[src/rtl/vga_cell_capture_if.sv]
// Video-in and cell-memory write signals of vga_cell_capture, grouped for the capture block (slave)
// and whatever drives the stream and observes the writes (master).
interface vga_cell_capture_if;
  logic       VGA_HS_I;
  logic       VGA_VS_I;
  logic [7:0] VGA_R_I;
  logic [7:0] VGA_G_I;
  logic [7:0] VGA_B_I;
  logic       wr_en;
  logic [8:0] wr_addr;
  logic [7:0] wr_data;

  modport master (
    output VGA_HS_I, VGA_VS_I, VGA_R_I, VGA_G_I, VGA_B_I,
    input  wr_en, wr_addr, wr_data
  );

  modport slave (
    input  VGA_HS_I, VGA_VS_I, VGA_R_I, VGA_G_I, VGA_B_I,
    output wr_en, wr_addr, wr_data
  );
endinterface

[src/rtl/vga_cell_capture.sv]
// Locks onto a VGA stream, samples the centre pixel of each 32x32 cell and writes a 6-bit colour byte per cell.
// Write latency 2 clocks from the input pixel; define VGA_CAP_SIG_EN to build the per-frame rotate-XOR signature.
module vga_cell_capture #(
  parameter int H_TOTAL          = 801,
  parameter int H_SYNC_TO_ACTIVE = 144,
  parameter int H_ACTIVE         = 640,
  parameter int V_TOTAL          = 526,
  parameter int VS_TO_ACTIVE     = 35,
  parameter int V_ACTIVE         = 480,
  parameter int BASE_ADDR        = 212
) (
  input  logic              clk,
  input  logic              reset_n,
  vga_cell_capture_if.slave bus,
  output logic              locked,
  output logic              frame_done,
  output logic [7:0]        frame_sig
);
  localparam int CELLS = (H_ACTIVE / 32) * (V_ACTIVE / 32);

  typedef enum logic [1:0] {SEARCH, WAIT_VS, CAPTURE} state_t;
  state_t state, state_nxt;

  logic       hs_q, hs_d, vs_q, vs_d;
  logic [1:0] r_q, g_q, b_q;
  logic       hs_fall, vs_fall;

  // Only the two colour MSBs survive quantisation, so only they are registered.
  always_ff @(posedge clk) begin
    if (!reset_n) begin
      hs_q <= 1'b0;
      hs_d <= 1'b0;
      vs_q <= 1'b0;
      vs_d <= 1'b0;
      r_q  <= '0;
      g_q  <= '0;
      b_q  <= '0;
    end else begin
      hs_q <= bus.VGA_HS_I;
      hs_d <= hs_q;
      vs_q <= bus.VGA_VS_I;
      vs_d <= vs_q;
      r_q  <= bus.VGA_R_I[7:6];
      g_q  <= bus.VGA_G_I[7:6];
      b_q  <= bus.VGA_B_I[7:6];
    end
  end

  assign hs_fall = hs_d & ~hs_q;
  assign vs_fall = vs_d & ~vs_q;

  logic [9:0] hcnt, vcnt, hcnt_now, vcnt_now;
  logic       hs_period_ok, vs_len_ok;

  // hcnt_now/vcnt_now are the coordinates of the pixel currently in the input register.
  always_comb begin
    hcnt_now = (hcnt == 10'h3FF) ? hcnt : hcnt + 10'd1;
    if (hs_fall) hcnt_now = '0;
    vcnt_now = vcnt;
    if (vs_fall)      vcnt_now = '0;
    else if (hs_fall) vcnt_now = vcnt + 10'd1;
  end

  assign hs_period_ok = (hcnt + 10'd1) == 10'(H_TOTAL);
  assign vs_len_ok    = (vcnt + 10'd1) == 10'(V_TOTAL);

  logic [9:0] ax, ay;
  logic       ax_ok, ay_ok, hit;
  logic [7:0] wdata_nxt;
  logic [8:0] waddr_nxt;

  assign ax        = hcnt_now - 10'(H_SYNC_TO_ACTIVE);
  assign ay        = vcnt_now - 10'(VS_TO_ACTIVE);
  assign ax_ok     = (hcnt_now >= 10'(H_SYNC_TO_ACTIVE)) && (ax < 10'(H_ACTIVE));
  assign ay_ok     = (vcnt_now >= 10'(VS_TO_ACTIVE)) && (ay < 10'(V_ACTIVE));
  assign hit       = (state == CAPTURE) && ax_ok && ay_ok && (ax[4:0] == 5'd16) && (ay[4:0] == 5'd16);
  assign wdata_nxt = {2'b00, r_q, g_q, b_q};
  assign waddr_nxt = 9'(BASE_ADDR) + 9'(ax[9:5]) + 9'(ay[8:5]) * 9'd20;

  logic good, good_nxt, seen_hs;

  always_ff @(posedge clk) begin
    if (!reset_n) begin
      state   <= SEARCH;
      good    <= 1'b0;
      seen_hs <= 1'b0;
      hcnt    <= '0;
      vcnt    <= '0;
    end else begin
      state   <= state_nxt;
      good    <= good_nxt;
      seen_hs <= seen_hs | hs_fall;
      hcnt    <= hcnt_now;
      vcnt    <= vcnt_now;
    end
  end

  // The first HS fall after reset only starts a period; it cannot vouch for a line length.
  always_comb begin
    state_nxt = state;
    good_nxt  = good;
    case (state)
      SEARCH: begin
        if (hs_fall) begin
          if (seen_hs && hs_period_ok) begin
            if (good) begin
              state_nxt = WAIT_VS;
              good_nxt  = 1'b0;
            end else begin
              good_nxt = 1'b1;
            end
          end else begin
            good_nxt = 1'b0;
          end
        end
      end
      WAIT_VS: begin
        if (vs_fall) state_nxt = CAPTURE;
      end
      CAPTURE: begin
        if ((hs_fall && !hs_period_ok) || (vs_fall && !vs_len_ok)) state_nxt = SEARCH;
      end
      default: state_nxt = SEARCH;
    endcase
  end

  logic [8:0] cell_cnt;
  logic       done_evt;
  logic       wr_en_q;
  logic [8:0] wr_addr_q;
  logic [7:0] wr_data_q;

  assign done_evt = vs_fall && (state == CAPTURE) && (state_nxt == CAPTURE) && (cell_cnt == 9'(CELLS));

  always_ff @(posedge clk) begin
    if (!reset_n) begin
      wr_en_q    <= 1'b0;
      wr_addr_q  <= '0;
      wr_data_q  <= '0;
      frame_done <= 1'b0;
      cell_cnt   <= '0;
    end else begin
      wr_en_q    <= hit;
      frame_done <= done_evt;
      if (hit) begin
        wr_addr_q <= waddr_nxt;
        wr_data_q <= wdata_nxt;
      end
      if (vs_fall)  cell_cnt <= '0;
      else if (hit) cell_cnt <= cell_cnt + 9'd1;
    end
  end

  assign bus.wr_en   = wr_en_q;
  assign bus.wr_addr = wr_addr_q;
  assign bus.wr_data = wr_data_q;
  assign locked      = (state == CAPTURE);

`ifdef VGA_CAP_SIG_EN
  logic [7:0] sig_acc;

  always_ff @(posedge clk) begin
    if (!reset_n) begin
      sig_acc   <= '0;
      frame_sig <= '0;
    end else begin
      if (vs_fall)  sig_acc <= '0;
      else if (hit) sig_acc <= {sig_acc[6:0], sig_acc[7]} ^ wdata_nxt;
      if (done_evt) frame_sig <= sig_acc;
    end
  end
`else
  assign frame_sig = 8'h00;
`endif
endmodule
[src/flat_wrapper.sv]
// flat-port wrapper written by rule: the top's interface ports become plain ports
module vga_cell_capture_flat 
#(
  parameter int H_TOTAL          = 801,
  parameter int H_SYNC_TO_ACTIVE = 144,
  parameter int H_ACTIVE         = 640,
  parameter int V_TOTAL          = 526,
  parameter int VS_TO_ACTIVE     = 35,
  parameter int V_ACTIVE         = 480,
  parameter int BASE_ADDR        = 212
)
  (clk, reset_n, locked, frame_done, frame_sig, bus_VGA_HS_I, bus_VGA_VS_I, bus_VGA_R_I, bus_VGA_G_I, bus_VGA_B_I, bus_wr_en, bus_wr_addr, bus_wr_data);
  vga_cell_capture_if bus_i ();
  input  logic clk;
  input  logic reset_n;
  output logic locked;
  output logic frame_done;
  output logic [7:0] frame_sig;
  input wire logic [$bits(bus_i.VGA_HS_I)-1:0] bus_VGA_HS_I;
  input wire logic [$bits(bus_i.VGA_VS_I)-1:0] bus_VGA_VS_I;
  input wire logic [$bits(bus_i.VGA_R_I)-1:0] bus_VGA_R_I;
  input wire logic [$bits(bus_i.VGA_G_I)-1:0] bus_VGA_G_I;
  input wire logic [$bits(bus_i.VGA_B_I)-1:0] bus_VGA_B_I;
  output wire logic [$bits(bus_i.wr_en)-1:0] bus_wr_en;
  output wire logic [$bits(bus_i.wr_addr)-1:0] bus_wr_addr;
  output wire logic [$bits(bus_i.wr_data)-1:0] bus_wr_data;
  assign bus_i.VGA_HS_I = bus_VGA_HS_I;
  assign bus_i.VGA_VS_I = bus_VGA_VS_I;
  assign bus_i.VGA_R_I = bus_VGA_R_I;
  assign bus_i.VGA_G_I = bus_VGA_G_I;
  assign bus_i.VGA_B_I = bus_VGA_B_I;
  assign bus_wr_en = bus_i.wr_en;
  assign bus_wr_addr = bus_i.wr_addr;
  assign bus_wr_data = bus_i.wr_data;
  vga_cell_capture #(.H_TOTAL(H_TOTAL), .H_SYNC_TO_ACTIVE(H_SYNC_TO_ACTIVE), .H_ACTIVE(H_ACTIVE), .V_TOTAL(V_TOTAL), .VS_TO_ACTIVE(VS_TO_ACTIVE), .V_ACTIVE(V_ACTIVE), .BASE_ADDR(BASE_ADDR)) u_core (.clk(clk), .reset_n(reset_n), .bus(bus_i), .locked(locked), .frame_done(frame_done), .frame_sig(frame_sig));
endmodule
[config.mk]
export PLATFORM = sky130hd
export DESIGN_NAME = vga_cell_capture_flat
export DESIGN_NICKNAME = d
export VERILOG_FILES = /design/src/rtl/vga_cell_capture_if.sv /design/src/rtl/vga_cell_capture.sv /design/src/flat_wrapper.sv
export SDC_FILE = /design/constraint.sdc
export NUM_CORES = 1
export LEC_CHECK = 0
export ABC_AREA = 1
export BUFFER_PORTS_ARGS = -buffer_cell sky130_fd_sc_hd__buf_2
export CORE_ASPECT_RATIO = 1.75
export CORE_MARGIN = 2
export CORE_UTILIZATION = 25
export DETAILED_ROUTE_END_ITERATION = 10
export PLACE_DENSITY = 0.51
export SLEW_MARGIN = 0
export SYNTH_ARGS = -nofsm -noshare
export SYNTH_HDL_FRONTEND = slang
export SYNTH_SLANG_ARGS = --single-unit
[constraint.sdc]
create_clock -name clk -period 3.45 [get_ports clk]
set_input_delay 0.1725 -clock clk [delete_from_list [all_inputs] [get_ports clk]]
set_output_delay 0.1725 -clock clk [all_outputs]
set_load 0.1 [all_outputs]
; After elaboration in Yosys (flattened, before gate mapping)
; Index checks and enable logic that the tools add are counted.
[word_totals]
register_bits = 60
in_bits = 28
out_inout_bits = 28
word_cells = 74
[classes]
n_addsub = 7
mul = 1
order_cmp = 4
eq_ne = 9
mux = 12
bitwise_logic = 6
reduce_logical = 18
[ops]
columns = operator, count
row1 = $mux 10, 4
row2 = $eq 10x10->1 const B, 3
row3 = $add 10x1->10 const B, 2
row4 = $logic_and 1x1->1, 12
row5 = $eq 5x5->1 const B, 2
row6 = $ge 10x6->1 const B, 1
row7 = $ge 10x8->1 const B, 1
row8 = $lt 10x10->1 const B, 1
row9 = $lt 10x9->1 const B, 1
row10 = $mux 2, 5
row11 = $sub 10x6->10 const B, 1
row12 = $sub 10x8->10 const B, 1
row13 = $add 8x5->9 const A, 1
row14 = $add 9x1->9 const B, 1
row15 = $add 9x9->9, 1
row16 = $eq 9x9->1 const B, 1
row17 = $mul 4x3->7 const B, 1
row18 = $pmux 2 s3, 1
row19 = $eq 2x2->1 const B, 2
row20 = $not 1->1, 3
row21 = $and 1x1->1, 2
row22 = $eq 2x1->1 const B, 1
row23 = $logic_not 1->1, 2
row24 = $logic_not 2->1, 1
row25 = other kinds (5), 6

; Longest topological paths before layout
[depth]
ltp_word = 10
ltp_mapped = 25
mapped_depth_nobuf = 25

; Least setup slack after synthesis
; No wires, ideal clock.
[synth_path]
kind = flip-flop to flip-flop
start = register u_core.vcnt[1]
end = register u_core.wr_addr_q[8], in the netlist u_core.bus.wr_addr[8]
setup_ps = 73
t_arrival_ps = 3373
t_required_ps = 3377
path_slack_ps = 4
stages_incl_launch_ff = 26
n_path_buf = 0
synth_period_minus_slack_ps = 3446
cell_sequence = dfxtp_1 > inv_1 > ha_1 > nand2_1 > nand2_1 > nor2_1 > nor2_1 > nand3_2 > nand2_4 > nand2_2 > nand2_1 > nand2_1 > inv_1 > ha_1 > inv_1 > ha_1 > inv_1 > ha_1 > a21o_1 > a21oi_1 > nor2_1 > nor2_1 > xor2_1 > xor2_1 > nor2_1 > nor3b_2
[synth_between]
elab_chain_cells = 9
elab_cells_between_ends = 13
cone_classes = add/sub (3) / mul (1) / order compare (2) / eq/ne (1) / mux (2) / reduce/logical (4)
[synth_rtl]
columns = item, line
row1 = start: declaration, vga_cell_capture.sv:52  ; logic [9:0] hcnt, vcnt, hcnt_now, vcnt_now;
row2 = start signal: assignment, vga_cell_capture.sv:94  ; vcnt <= vcnt_now;
row3 = $add 10x1->10, vga_cell_capture.sv:61  ; else if (hs_fall) vcnt_now = vcnt + 10'd1;
row4 = $mux 10 *, vga_cell_capture.sv:61
row5 = $mux 10 *, vga_cell_capture.sv:60  ; if (vs_fall) vcnt_now = '0;
row6 = branches (longest 6 deep; another with $sub 10x6->10), -
row7 = end signal: assignment, vga_cell_capture.sv:146  ; wr_addr_q <= waddr_nxt;
row8 = end: declaration, vga_cell_capture.sv:130  ; logic [8:0] wr_addr_q;
; Every way passes the cells marked *.
; A chain may end at the register's enable or synchronous reset.

; Worst setup path in the final report
[layout_path]
start = register u_core.vcnt[0]
end = register u_core.wr_addr_q[8], in the netlist u_core.bus.wr_addr[8]
; Same word-level chain as after synthesis.

==> key figures <==
Place
  • Routability congestion estimate: 0.8351
  • HPWL after detailed placement: 7151 um
  • Cell total after placement: 794
  • Count of input and output buffers: 27
  • Post-DP Area: 4375 sq um

Clock network
  • Maximum clock path buffer count: 2
  • CTS Buf Count: 9
  • CTS HTree Levels: 3
  • Worst-path clk slew: 0.06 ns
  • Insertion delay of the later-clocked pin in the worst-skew pair: 0.33 ns
  • TritonCTS clock tree: yes
  • Number of hold buffers added after CTS: 0
  • Count of clock tree sinks: 60
  • Root buffer cell: sky130_fd_sc_hd__clkbuf_16

Floorplanning
  • Row cnt: 59
  • Effective utilization at floorplan: 25.29%
  • Die height: 165.7 um
  • Core area: 14760 sq um
  • I/O pin count: 56
  • Die area: 15970 sq um
  • Horizontal die dimension: 96.38 um

Synthesis
  • Synth cell types: 43
  • Share of synthesized area occupied by flip-flops and latches: 32.17%
  • Avg Inst Size Synth: 6.863 sq um
  • Async set-or-reset flop fraction in the synthesized netlist: 0%
  • Most area-consuming cells after synthesis: sky130_fd_sc_hd__dfxtp_1 32%, sky130_fd_sc_hd__nand2_1 13%, sky130_fd_sc_hd__nor2_1 7.4%
  • Cell area after technology mapping: 3734 sq um
  • Synth Warn #: 0
  • Share of the synthesized area in the top cell type: 32.17%
  • Number of register bits inferred by synthesis: 60
  • Instance count of the mapped netlist: 544
  • Top FF cell, synth: sky130_fd_sc_hd__dfxtp_1
  • Cell taking the most area after synthesis: sky130_fd_sc_hd__dfxtp_1
  • Number of synthesized flops with an enable pin: 0

Cells and area
  • Commonest non-fill, non-tap cells in the layout: 113 x sky130_fd_sc_hd__nand2_1, 74 x sky130_fd_sc_hd__buf_4, 67 x sky130_fd_sc_hd__inv_1
  • Antenna diode instance count: 0
  • Fill count: 1577
  • Final non-filler cell area: 5185 sq um
  • Post-synthesis to final-layout area growth: 38.87%
  • Area used by multi-input combinational logic: 2364 sq um
  • Sequential Area: 1214 sq um
  • Ratio of cells with drive above 1 in the final layout: 34.66%
  • Count of nets after finishing: 696
  • Count of non-filler cells in the finished layout: 835
  • Share of the core filled with cells in the final layout: 35.12%
  • Leading cell type in the layout, fill and taps excluded: sky130_fd_sc_hd__nand2_1

Critical path
  • Critical register-to-register path endpoint: u_core.bus.wr_addr[8]
  • Register-to-register path setup slack: -0.01 ns
  • Critical path launch point type: register
  • CP Capture Type: register
  • Crit path arrival time: 3.67 ns
  • Beginning of the worst register-to-register path: u_core.vcnt[0]
  • Worst Path Class, Setup: reg -> reg
  • Worst-path maximum fanout: 5
  • Worst reg-to-reg path cell count: 25
  • Critical path data required time: 3.66 ns

Timing
  • Worst-case clock skew: 0.005344 ns
  • RSZ-0062 raised after global routing: yes
  • Slack of the critical path: -0.01075 ns
  • Max Freq: 0.2890 GHz
  • Final setup violation count: 1
  • Fin crit share: 100.3%
  • Minimum clock period: 3.461 ns
  • Hold Violations, Final: 0
  • Final hold slack: 0.01972 ns
  • Final-report max-slew violation count: 0

Routing
  • Avg Vias per Cell: 4.457
  • First-pass DRT Iterations: 4
  • Final routed wirelength across all metal layers: 9935 um
  • Count of vias placed by the detailed router: 3722
  • Routed Antenna Nets: 0
  • Residual DRC count: 0
  • Drt wl/cell: 11.90 um
  • Drt first-iter violations: 199

Global route
  • Pin count of the biggest net entering global routing: 27
  • Via count of the first global-routing pass: 3828
  • First-pass GRT wire length: 16830 um
  • Total routing resource utilization after global routing: 13.29%
  • Congestion Overflow GR: 0
  • Met3 track demand over resource in global routing: 1.774%
  • Fraction of met2 tracks used by global routing: 24.79%
  • Most used routing layer: met2
  • Initial antenna violation count: 0
  • Met1 Use GR: 13.25%

Pwr
  • Leakage Power: 2.455 nW
  • Largest vdd supply drop: 0.2672 mV
  • Ratio of total power to cell area: 431.6 nW/um^2

Hold path
  • Worst Hold Depth: 3
  • Hold path start: bus_VGA_VS_I
  • Class of the worst hold path: in -> reg
  • Hold Path Sink: u_core.vs_q

Run
  • Count of maximum capacitance violations: 0

Run status
  • Failing checks: setup timing
  • Run status: complete, but fails checks
==> critical path: stages, from the launching register on <==
cell	delay [ns]
sky130_fd_sc_hd__dfxtp_4	0.37
sky130_fd_sc_hd__ha_4	0.18
sky130_fd_sc_hd__inv_2	0.06
sky130_fd_sc_hd__nand2_2	0.05
sky130_fd_sc_hd__a21oi_2	0.14
sky130_fd_sc_hd__nor2_2	0.07
sky130_fd_sc_hd__nor2_4	0.12
sky130_fd_sc_hd__nand3_4	0.11
sky130_fd_sc_hd__nand2_4	0.11
sky130_fd_sc_hd__nand2_4	0.07
sky130_fd_sc_hd__buf_12	0.13
sky130_fd_sc_hd__nand2_8	0.06
sky130_fd_sc_hd__nand3_2	0.06
sky130_fd_sc_hd__o21ai_1	0.07
sky130_fd_sc_hd__inv_1	0.08
sky130_fd_sc_hd__ha_4	0.17
sky130_fd_sc_hd__fa_2	0.38
sky130_fd_sc_hd__xnor2_2	0.25
sky130_fd_sc_hd__ha_4	0.17
sky130_fd_sc_hd__inv_2	0.03
sky130_fd_sc_hd__nor2_2	0.09
sky130_fd_sc_hd__nor2_1	0.05
sky130_fd_sc_hd__xor2_1	0.14
sky130_fd_sc_hd__xor2_1	0.16
sky130_fd_sc_hd__nor2_1	0.15
sky130_fd_sc_hd__nor3b_2	0.06
==> cell usage after synthesis (2+ instances only) <==
library cell                 n
sky130_fd_sc_hd__nor2_1     74
sky130_fd_sc_hd__o21ai_1     7
sky130_fd_sc_hd__nand2_2    10
sky130_fd_sc_hd__clkbuf_1    4
sky130_fd_sc_hd__nor2_4      4
sky130_fd_sc_hd__a21oi_1    23
sky130_fd_sc_hd__ha_1       18
sky130_fd_sc_hd__buf_2       2
sky130_fd_sc_hd__o21ai_0    12
sky130_fd_sc_hd__buf_4      13
sky130_fd_sc_hd__nor4_1      2
sky130_fd_sc_hd__xnor2_1     4
sky130_fd_sc_hd__nand3_2    10
sky130_fd_sc_hd__nand2_1   129
sky130_fd_sc_hd__xor2_1      8
sky130_fd_sc_hd__nor3_1      4
sky130_fd_sc_hd__buf_6       3
sky130_fd_sc_hd__nor3b_2     2
sky130_fd_sc_hd__nand3_1    33
sky130_fd_sc_hd__dfxtp_1    60
sky130_fd_sc_hd__nand3b_1    2
sky130_fd_sc_hd__fa_1        2
sky130_fd_sc_hd__inv_2       9
sky130_fd_sc_hd__a21oi_2     2
sky130_fd_sc_hd__nand4_1    13
sky130_fd_sc_hd__and2_1      2
sky130_fd_sc_hd__nor2_2      4
sky130_fd_sc_hd__inv_1      73
==> cell type report <==
class	count	area share, %
well taps	183	4.416
repair buffers	107	14.79
inverters	84	6.178
flip-flops and latches	60	23.41
clock buffers	9	4.344
multi-input cells	386	45.58
clock inverters	6	1.279
==> cell families after synthesis <==
group / after synthesis / share of synthesized area [%]
other cells: 1 / 0.1004
simple gates: 294 / 37.60
compound gates: 50 / 7.373
buf+inv: 107 / 12.83
flops: 60 / 32.17
xor+xnor: 12 / 2.815
fa+ha+maj: 20 / 7.105
==> worst max path at each step <==
| stage | start | to | slack [ns] | depth (start not counted) |
|---|---|---|---|---|
| after global routing | u_core.vcnt[0] | u_core.bus.wr_addr[8] | -0.21 | 25 |
| after floorplan | u_core.vcnt[1] | u_core.bus.wr_addr[8] | 0.004 | 25 |
| after detailed placement | u_core.vcnt[0] | u_core.bus.wr_addr[8] | -0.18 | 26 |
| after CTS | u_core.vcnt[0] | u_core.bus.wr_addr[8] | 0.002 | 24 |
| after global placement | u_core.vcnt[0] | u_core.bus.wr_addr[8] | -0.14 | 23 |
| final | u_core.vcnt[0] | u_core.bus.wr_addr[8] | -0.01 | 25 |
==> stage by stage <==
stage | TNS [ns] | total power [mW] | setup WS, ns
after global routing | -0.3048 | 2.356 | -0.2105
after CTS | 0 | 2.193 | 0.001562
after global placement | -0.1375 | 1.204 | -0.1375
after detailed placement | -0.1833 | 1.208 | -0.1833
after floorplan | 0 | 1.061 | 0.003885
final | -0.01075 | 2.238 | -0.01075
==> per-layer routing <==
| metal | part of all wire, % | vias up |
|---|---|---|
| li1 | - | 1898 |
| met1 | 37 | 1705 |
| met2 | 55 | 93 |
| met3 | 2.9 | 26 |
| met4 | 4.6 | 0 |
| met5 | 0 | - |
==> power breakdown <==
| group | internal, mW | switching [mW] |
|---|---|---|
| sequential | 0.708 | 0.0129 |
| clock | 0.554 | 0.336 |
| combinational | 0.298 | 0.329 |
| total | 1.56 | 0.678 |
==> sequential cells by signal (all words and copies together), names as in the netlist <==
register and cells:
u_core.state 2, u_core.cell_cnt 9, u_core.vcnt 10, u_core.b_q 2, u_core.g_q 2, u_core.vs_d 1, u_core.bus.wr_en 1, u_core.hcnt 10
u_core.vs_q 1, u_core.hs_q 1, u_core.hs_d 1, u_core.frame_done 1, u_core.seen_hs 1, u_core.r_q 2, u_core.bus.wr_data 6, u_core.good 1
u_core.bus.wr_addr 9
==> what timing repair did <==
item	in CTS	in global routing
gates resized for setup	55	32
setup buffers	22	4
gates cloned	0	0
endpoints found under the setup margin	1	3
pin swaps	33	26
Power figures use the tool's default switching activity.
